==> src/rtl/matrix_result_formatter.sv <==
// matrix_result_formatter: signed 32-bit element stream to ASCII decimal bytes for the UART transmitter
// Ports:
//   clk, rst_n                       clock, synchronous active-low reset
//   in_data, in_eol, in_last         element value, end of row, end of matrix
//   in_valid / in_ready              element handshake
//   tx_data, tx_valid / tx_ready     ASCII byte handshake toward the transmitter
//   busy                             element being formatted
//   done                             one-cycle pulse after the final LF of the matrix
module matrix_result_formatter #(
  parameter int DATA_WIDTH = 32
) (
  input  logic                  clk,
  input  logic                  rst_n,
  input  logic [DATA_WIDTH-1:0] in_data,
  input  logic                  in_eol,
  input  logic                  in_last,
  input  logic                  in_valid,
  output logic                  in_ready,
  output logic [7:0]            tx_data,
  output logic                  tx_valid,
  input  logic                  tx_ready,
  output logic                  busy,
  output logic                  done
);
  typedef enum logic [2:0] {IDLE, SIGN, CALC, EMIT, SEP, CR, LF, FIN} state_t;
  state_t state_q, state_d;
  logic [31:0] mag_q, mag_d, pow_k;
  logic [3:0] k_q, k_d, digit_q, digit_d;
  logic [1:0] guard_q, guard_d;
  logic [7:0] tx_data_q, tx_data_d;
  logic eol_q, eol_d, last_q, last_d, started_q, started_d;
  logic tx_valid_q, tx_valid_d, in_ready_q, in_ready_d, busy_q, busy_d, done_q, done_d;
  logic fin;
  function automatic logic [31:0] pow10(input logic [3:0] k);
    case (k)
      4'd9: pow10 = 32'd1000000000;
      4'd8: pow10 = 32'd100000000;
      4'd7: pow10 = 32'd10000000;
      4'd6: pow10 = 32'd1000000;
      4'd5: pow10 = 32'd100000;
      4'd4: pow10 = 32'd10000;
      4'd3: pow10 = 32'd1000;
      4'd2: pow10 = 32'd100;
      4'd1: pow10 = 32'd10;
      default: pow10 = 32'd1;
    endcase
  endfunction
  assign pow_k = pow10(k_q);
  // an emitting state may advance once its byte (if any) is gone and the guard is on its last cycle
  assign fin = !tx_valid_q && guard_q <= 2'd1;
  always_comb begin
    state_d = state_q;
    mag_d = mag_q;
    k_d = k_q;
    digit_d = digit_q;
    eol_d = eol_q;
    last_d = last_q;
    started_d = started_q;
    tx_valid_d = tx_valid_q;
    tx_data_d = tx_data_q;
    guard_d = (guard_q == 2'd0) ? 2'd0 : guard_q - 2'd1;
    in_ready_d = in_ready_q;
    busy_d = busy_q;
    done_d = 1'b0;
    if (tx_valid_q && tx_ready) begin
      tx_valid_d = 1'b0;
      guard_d = 2'd2;
    end
    case (state_q)
      IDLE: begin
        in_ready_d = 1'b1;
        if (in_valid && in_ready_q) begin
          in_ready_d = 1'b0;
          busy_d = 1'b1;
          mag_d = in_data[DATA_WIDTH-1] ? -in_data : in_data;
          eol_d = in_eol | in_last;
          last_d = in_last;
          k_d = 4'd9;
          digit_d = 4'd0;
          started_d = 1'b0;
          state_d = in_data[DATA_WIDTH-1] ? SIGN : CALC;
          // the sign byte is offered straight from the accept edge
          if (in_data[DATA_WIDTH-1]) begin
            tx_valid_d = 1'b1;
            tx_data_d = 8'h2D;
          end
        end
      end
      SIGN: if (fin) state_d = CALC;
      CALC: begin
        if (mag_q >= pow_k) begin
          mag_d = mag_q - pow_k;
          digit_d = digit_q + 4'd1;
        end else begin
          state_d = EMIT;
          // leading zeros are suppressed, but the units digit always prints
          if (digit_q != 4'd0 || started_q || k_q == 4'd0) begin
            tx_valid_d = 1'b1;
            tx_data_d = {4'h3, digit_q};
            started_d = 1'b1;
          end
        end
      end
      EMIT: begin
        if (fin) begin
          if (k_q != 4'd0) begin
            k_d = k_q - 4'd1;
            digit_d = 4'd0;
            state_d = CALC;
          end else begin
            state_d = SEP;
            if (!eol_q) begin
              tx_valid_d = 1'b1;
              tx_data_d = 8'h20;
            end
          end
        end
      end
      SEP: begin
        if (fin) begin
          if (eol_q) begin
            state_d = CR;
            tx_valid_d = 1'b1;
            tx_data_d = 8'h0D;
          end else begin
            state_d = IDLE;
            in_ready_d = 1'b1;
            busy_d = 1'b0;
          end
        end
      end
      CR: begin
        if (fin) begin
          state_d = LF;
          tx_valid_d = 1'b1;
          tx_data_d = 8'h0A;
        end
      end
      LF: begin
        if (fin) begin
          state_d = last_q ? FIN : IDLE;
          done_d = last_q;
          in_ready_d = !last_q;
          busy_d = last_q;
        end
      end
      default: begin
        state_d = IDLE;
        in_ready_d = 1'b1;
        busy_d = 1'b0;
      end
    endcase
  end
  always_ff @(posedge clk) begin
    if (!rst_n) begin
      state_q <= IDLE;
      mag_q <= '0;
      k_q <= '0;
      digit_q <= '0;
      guard_q <= '0;
      eol_q <= 1'b0;
      last_q <= 1'b0;
      started_q <= 1'b0;
      tx_valid_q <= 1'b0;
      tx_data_q <= '0;
      in_ready_q <= 1'b0;
      busy_q <= 1'b0;
      done_q <= 1'b0;
    end else begin
      state_q <= state_d;
      mag_q <= mag_d;
      k_q <= k_d;
      digit_q <= digit_d;
      guard_q <= guard_d;
      eol_q <= eol_d;
      last_q <= last_d;
      started_q <= started_d;
      tx_valid_q <= tx_valid_d;
      tx_data_q <= tx_data_d;
      in_ready_q <= in_ready_d;
      busy_q <= busy_d;
      done_q <= done_d;
    end
  end
  assign in_ready = in_ready_q;
  assign tx_data = tx_data_q;
  assign tx_valid = tx_valid_q;
  assign busy = busy_q;
  assign done = done_q;
endmodule

==> config.mk <==
export PLATFORM = sky130hd
export DESIGN_NAME = matrix_result_formatter
export DESIGN_NICKNAME = d
export VERILOG_FILES = /design/src/rtl/matrix_result_formatter.sv
export SDC_FILE = /design/constraint.sdc
export NUM_CORES = 1
export LEC_CHECK = 0
export CAP_MARGIN = 15
export CORE_ASPECT_RATIO = 1.25
export CORE_MARGIN = 2
export CORE_UTILIZATION = 35
export CTS_BUF_LIST = sky130_fd_sc_hd__clkbuf_2
export CTS_CLUSTER_DIAMETER = 30
export CTS_CLUSTER_SIZE = 16
export DETAILED_ROUTE_END_ITERATION = 7
export GPL_TIMING_DRIVEN = 0
export HOLD_SLACK_MARGIN = 0.08
export PLACE_DENSITY = 0.62
export SLEW_MARGIN = 20
export SYNTH_ARGS = -nofsm -noshare
export SYNTH_HDL_FRONTEND = slang
export SYNTH_SLANG_ARGS = --single-unit
==> constraint.sdc <==
create_clock -name clk -period 3.98 [get_ports clk]
set_clock_uncertainty 0.05 [all_clocks]
set_input_delay 0.796 -clock clk [delete_from_list [all_inputs] [get_ports clk]]
set_output_delay 0.796 -clock clk [all_outputs]
set_load 0.02 [all_outputs]
==> impl_metrics.toml <==
[timing]
finalCriticalPeriod_ns = 3.72
hold_violations = 0
slew_headroom_pct = 21.8
whs_ns = 0.379
fin_crit_sh_pct = 93.4
finalMaxSlewViolations = 0
fin_ws_ns = 0.264
tightest_slew_ns = 1.17
setup_viol = 0
max_freq_mhz = 269

[clock_network]
holdBufCountCts = 0
clock_path_buffers = 2
clk_pin_slew_worst_paths_ns = 0.24
cts_tree = "done"
cts_root_buf = "clkbuf_2"
clock_latency_ns = 0.60
cts_sinks = 81
cts_buffers = 9
cts_max_level = 3

[setup_path]
cp-end-kind = "flip-flop"
reg2reg_slack_ns = 0.26
r2r_end = "mag_q[27]$_SDFFE_PN0P_"
crit_required_ns = 4.39
cp.depth = 13
startpoint = "pow_k[28]$_SDFF_PN0_"
r2r-start = "pow_k[28]$_SDFF_PN0_"
path_delay_family = "simple AND/OR/NAND/NOR gates"
worst-path-buf-inv = 4
r2r_cells = 13
crit_end = "mag_q[27]$_SDFFE_PN0P_"
cp_slowest_cell = "or3_1"
path_class = "reg2reg"
crit_chain = "inv_1 > ha_1 > and2_1 > a221oi_2 > a211oi_1 > or3_1 > o221a_2 > buf_6 > or2_1 > clkbuf_1 > buf_2 > nand2_1 > o21ai_0"
critPathMaxFanout = 10
critPathMaxStageDelay_ns = 0.43
crit_arrival_ns = 4.13
start_kind = "flip-flop"

[detailed_routing]
drc = 0
dr.pass1.iters = 7
detail-route-antenna-nets = 0
vias = 6263
wl_per_cell_microns = 18.4
viasPerCell = 5.57
drt-total-wl_mm = 20.7
detail_route.iter0.violations = 499

[finish]
final_cells = 1125
drive_gt1_share_pct = 4.89
fin_nets = 974
utilization_pct = 41.0
fin_area_sq_um = 7150
area_delta_synth_final_pct = 15.3
fill_cells = 1888

[floorplan]
row_count = 54
start_util_pct = 35.6
ios = 50
die_x_microns = 123
die_h_microns = 153
coreArea_sq_um = 17400
die_area_sq_um = 18800

[power]
ir_drop_mv = 0.423
p_clk_share_pct = 9.3
net-switching-power_mw = 3.21
leakagePower_nw = 2.89
seq_power_share_pct = 19.0
powerDensity_nw_per_um2 = 864
switching_share_pct = 51.9
p_comb_share_pct = 71.7
internal-power_mw = 2.97

[grt]
track_usage_pct = 22.4
gr-total-overflow = 0
grt_start_max_net_pins = 14
antenna_found_initial = 1
grt_first_pass_wirelength_mm = 32.5
grt_pass1_vias = 6039

[status]
status = "finished clean"

[job]
cap_violations = 0

[placed_design]
gp_congestion = 0.932
numPortBuffers = 46
dp_hpwl_mm = 15.9
placed_cell_area_sq_um = 6950
place_inst = 1106
place_ws_ns = -0.465

[logic_synthesis]
synth_cells = 835
yosysUniqueCellTypes = 73
synth_mux_area_share_pct = 2.12
yosys_warnings = 0
ys_ff_latch = 81
synth_flop_cell = "dfxtp_1"
synth-edff-count = 0
synth_compound_area_share_pct = 25.1
ys_seq_area_share_pct = 26.1
synthesis.area_sq_um = 6200
synth_xor_area_share_pct = 6.78
syn_avg_cell_area_sq_um = 7.43
synth_async_sr_flop_share_pct = 0
synthSimpleGateAreaFrac_pct = 25.8
synth_adder_area_share_pct = 8.19
synth_top_family_by_area = "simple AND/OR/NAND/NOR gates"

[min_path]
hp-class = "reg2reg"
## worst min-delay path by stage
stage / end / slack [ns] / depth (start not counted) / startpoint
2_1_floorplan: guard_q[0]$_SDFF_PP0_ / 0.34 / 1 / guard_q[0]$_SDFF_PP0_
3_3_place_gp: guard_q[0]$_SDFF_PP0_ / 0.35 / 1 / guard_q[0]$_SDFF_PP0_
3_5_place_dp: guard_q[0]$_SDFF_PP0_ / 0.35 / 1 / guard_q[0]$_SDFF_PP0_
4_1_cts: guard_q[0]$_SDFF_PP0_ / 0.38 / 1 / guard_q[0]$_SDFF_PP0_
5_1_grt: guard_q[0]$_SDFF_PP0_ / 0.41 / 1 / guard_q[0]$_SDFF_PP0_
6_report: guard_q[0]$_SDFF_PP0_ / 0.38 / 1 / guard_q[0]$_SDFF_PP0_
## worst reg2reg max path, delay by kind of cell, from the launching register on
| family | cells | cell delay (ns) |
|---|---|---|
| AND/OR/NAND/NOR | 4 | 1.10 |
| AO/OA/AOI/OAI | 4 | 0.96 |
| buffers and inverters | 4 | 0.74 |
| adder cells (fa/ha/maj) | 1 | 0.39 |
| flip-flops | 1 | 0.35 |
## cell families (layout without fill, tap and decap cells)
| kind of cell | after synthesis | after routing |
|---|---|---|
| AOI/OAI and AO/OA | 235 | 235 |
| xor gates and xnor gates | 48 | 48 |
| adders and majority gates | 40 | 40 |
| buffers and inverters | 92 | 156 |
| DFF | 81 | 81 |
| muxes | 13 | 13 |
| other | 1 | 3 |
| and+or+nand+nor | 325 | 325 |
## through the flow
stage	power [mW]	TNS, ns
2_1_floorplan	4.27	0
3_3_place_gp	5.44	-7.43
3_5_place_dp	5.44	-6.60
4_1_cts	6.05	0
5_1_grt	6.69	-0.000626
6_report	6.18	0
## per-layer routing
layer	track usage (%)	wire length, microns	part of all wire, %	vias to the layer above
met1	28.3	8880	43	2899
li1	-	-	-	3115
met4	10.4	883	4.3	0
met5	0	0	0	-
met3	2.87	1060	5.1	56
met2	37.5	9850	48	193
## synth_stat cells, types with 3 or more instances
cell / instances / area share (%)
clkbuf_1: 33 / 2.0
a211o_1: 3 / 0.42
a211oi_1: 17 / 2.1
nor3_1: 18 / 1.5
ha_1: 39 / 7.9
buf_1: 4 / 0.24
o211ai_1: 16 / 1.9
a21boi_0: 3 / 0.36
xor2_1: 28 / 4.0
o31ai_1: 13 / 1.6
o41ai_1: 5 / 0.71
and4_1: 4 / 0.56
inv_1: 50 / 3.0
o21ai_0: 53 / 4.3
nand4b_1: 3 / 0.42
or3_1: 7 / 0.71
nor2b_1: 11 / 1.1
a21o_1: 11 / 1.3
nor3b_1: 3 / 0.36
nand4_1: 5 / 0.50
nor2_1: 75 / 4.5
nand3_1: 32 / 2.6
a2111oi_0: 3 / 0.42
o21a_1: 4 / 0.48
or4_1: 4 / 0.48
a31oi_1: 9 / 0.91
o22ai_1: 6 / 0.61
mux2i_1: 12 / 1.9
a311oi_1: 5 / 0.71
nor4_1: 9 / 0.91
a21oi_1: 59 / 4.8
or2_2: 3 / 0.30
nand2b_1: 19 / 1.9
o221a_2: 4 / 0.73
xnor2_1: 20 / 2.8
nand2_1: 101 / 6.1
and3_1: 10 / 1.0
and2_1: 8 / 0.81
dfxtp_1: 81 / 26
o21bai_1: 6 / 0.73
## power groups by stage
stage,Combinational [mW],Clock [mW],Sequential [mW]
after global placement,4.25,0,1.19
after global routing,4.88,0.609,1.20
after floorplan,3.08,0,1.19
after CTS,4.29,0.588,1.17
final,4.43,0.576,1.17
after detailed placement,4.25,0,1.19
## state kept, by name, indices dropped and copies added, names as in the netlist
name and count:
busy 1, digit_q 4, done 1, eol_q 1, guard_q 2, in_ready 1, k_q 4, last_q 1
mag_q 32, pow_k 23, started_q 1, state_q 3, tx_data 6, tx_valid 1
## final cells by class
cell class	instances	area [sq um]	area share, %
sequential	81	1620	22.7
tap	224	280	3.92
multi-input combinational	663	4240	59.3
clock buffer	9	45.0	0.630
inverter	51	191	2.68
timing repair buffer	49	483	6.75
clock inverter	6	108	1.50
antenna	1	2.50	0.0350
buffer	41	176	2.47
## layout by cell type, fill, tap and decap left out, types with 6 or more instances in the layout
cell type          n
xnor2_1           20
nor2b_1           11
clkbuf_2          13
dfxtp_1           81
nand3_1           32
clkbuf_1          29
mux2i_1           12
nor4_1             9
nand2_1          101
xor2_1            28
o21ai_0           53
a31oi_1            9
nor3_1            18
a211oi_1          17
nand2b_1          19
ha_1              39
o31ai_1           12
and3_1            10
a21o_1            11
inv_1             50
o21bai_1           6
a21oi_1           59
o211ai_1          16
or3_1              7
o22ai_1            6
clkdlybuf4s50_1   46
nor2_1            75
and2_1             8
## what timing repair did
action	in CTS	in global routing
gates resized for setup	3	8
gates cloned	0	0
setup buffers	0	3
endpoints found under the setup margin	28	34
pin swaps	0	1
No activity file was read; power rests on OpenSTA's default activity.
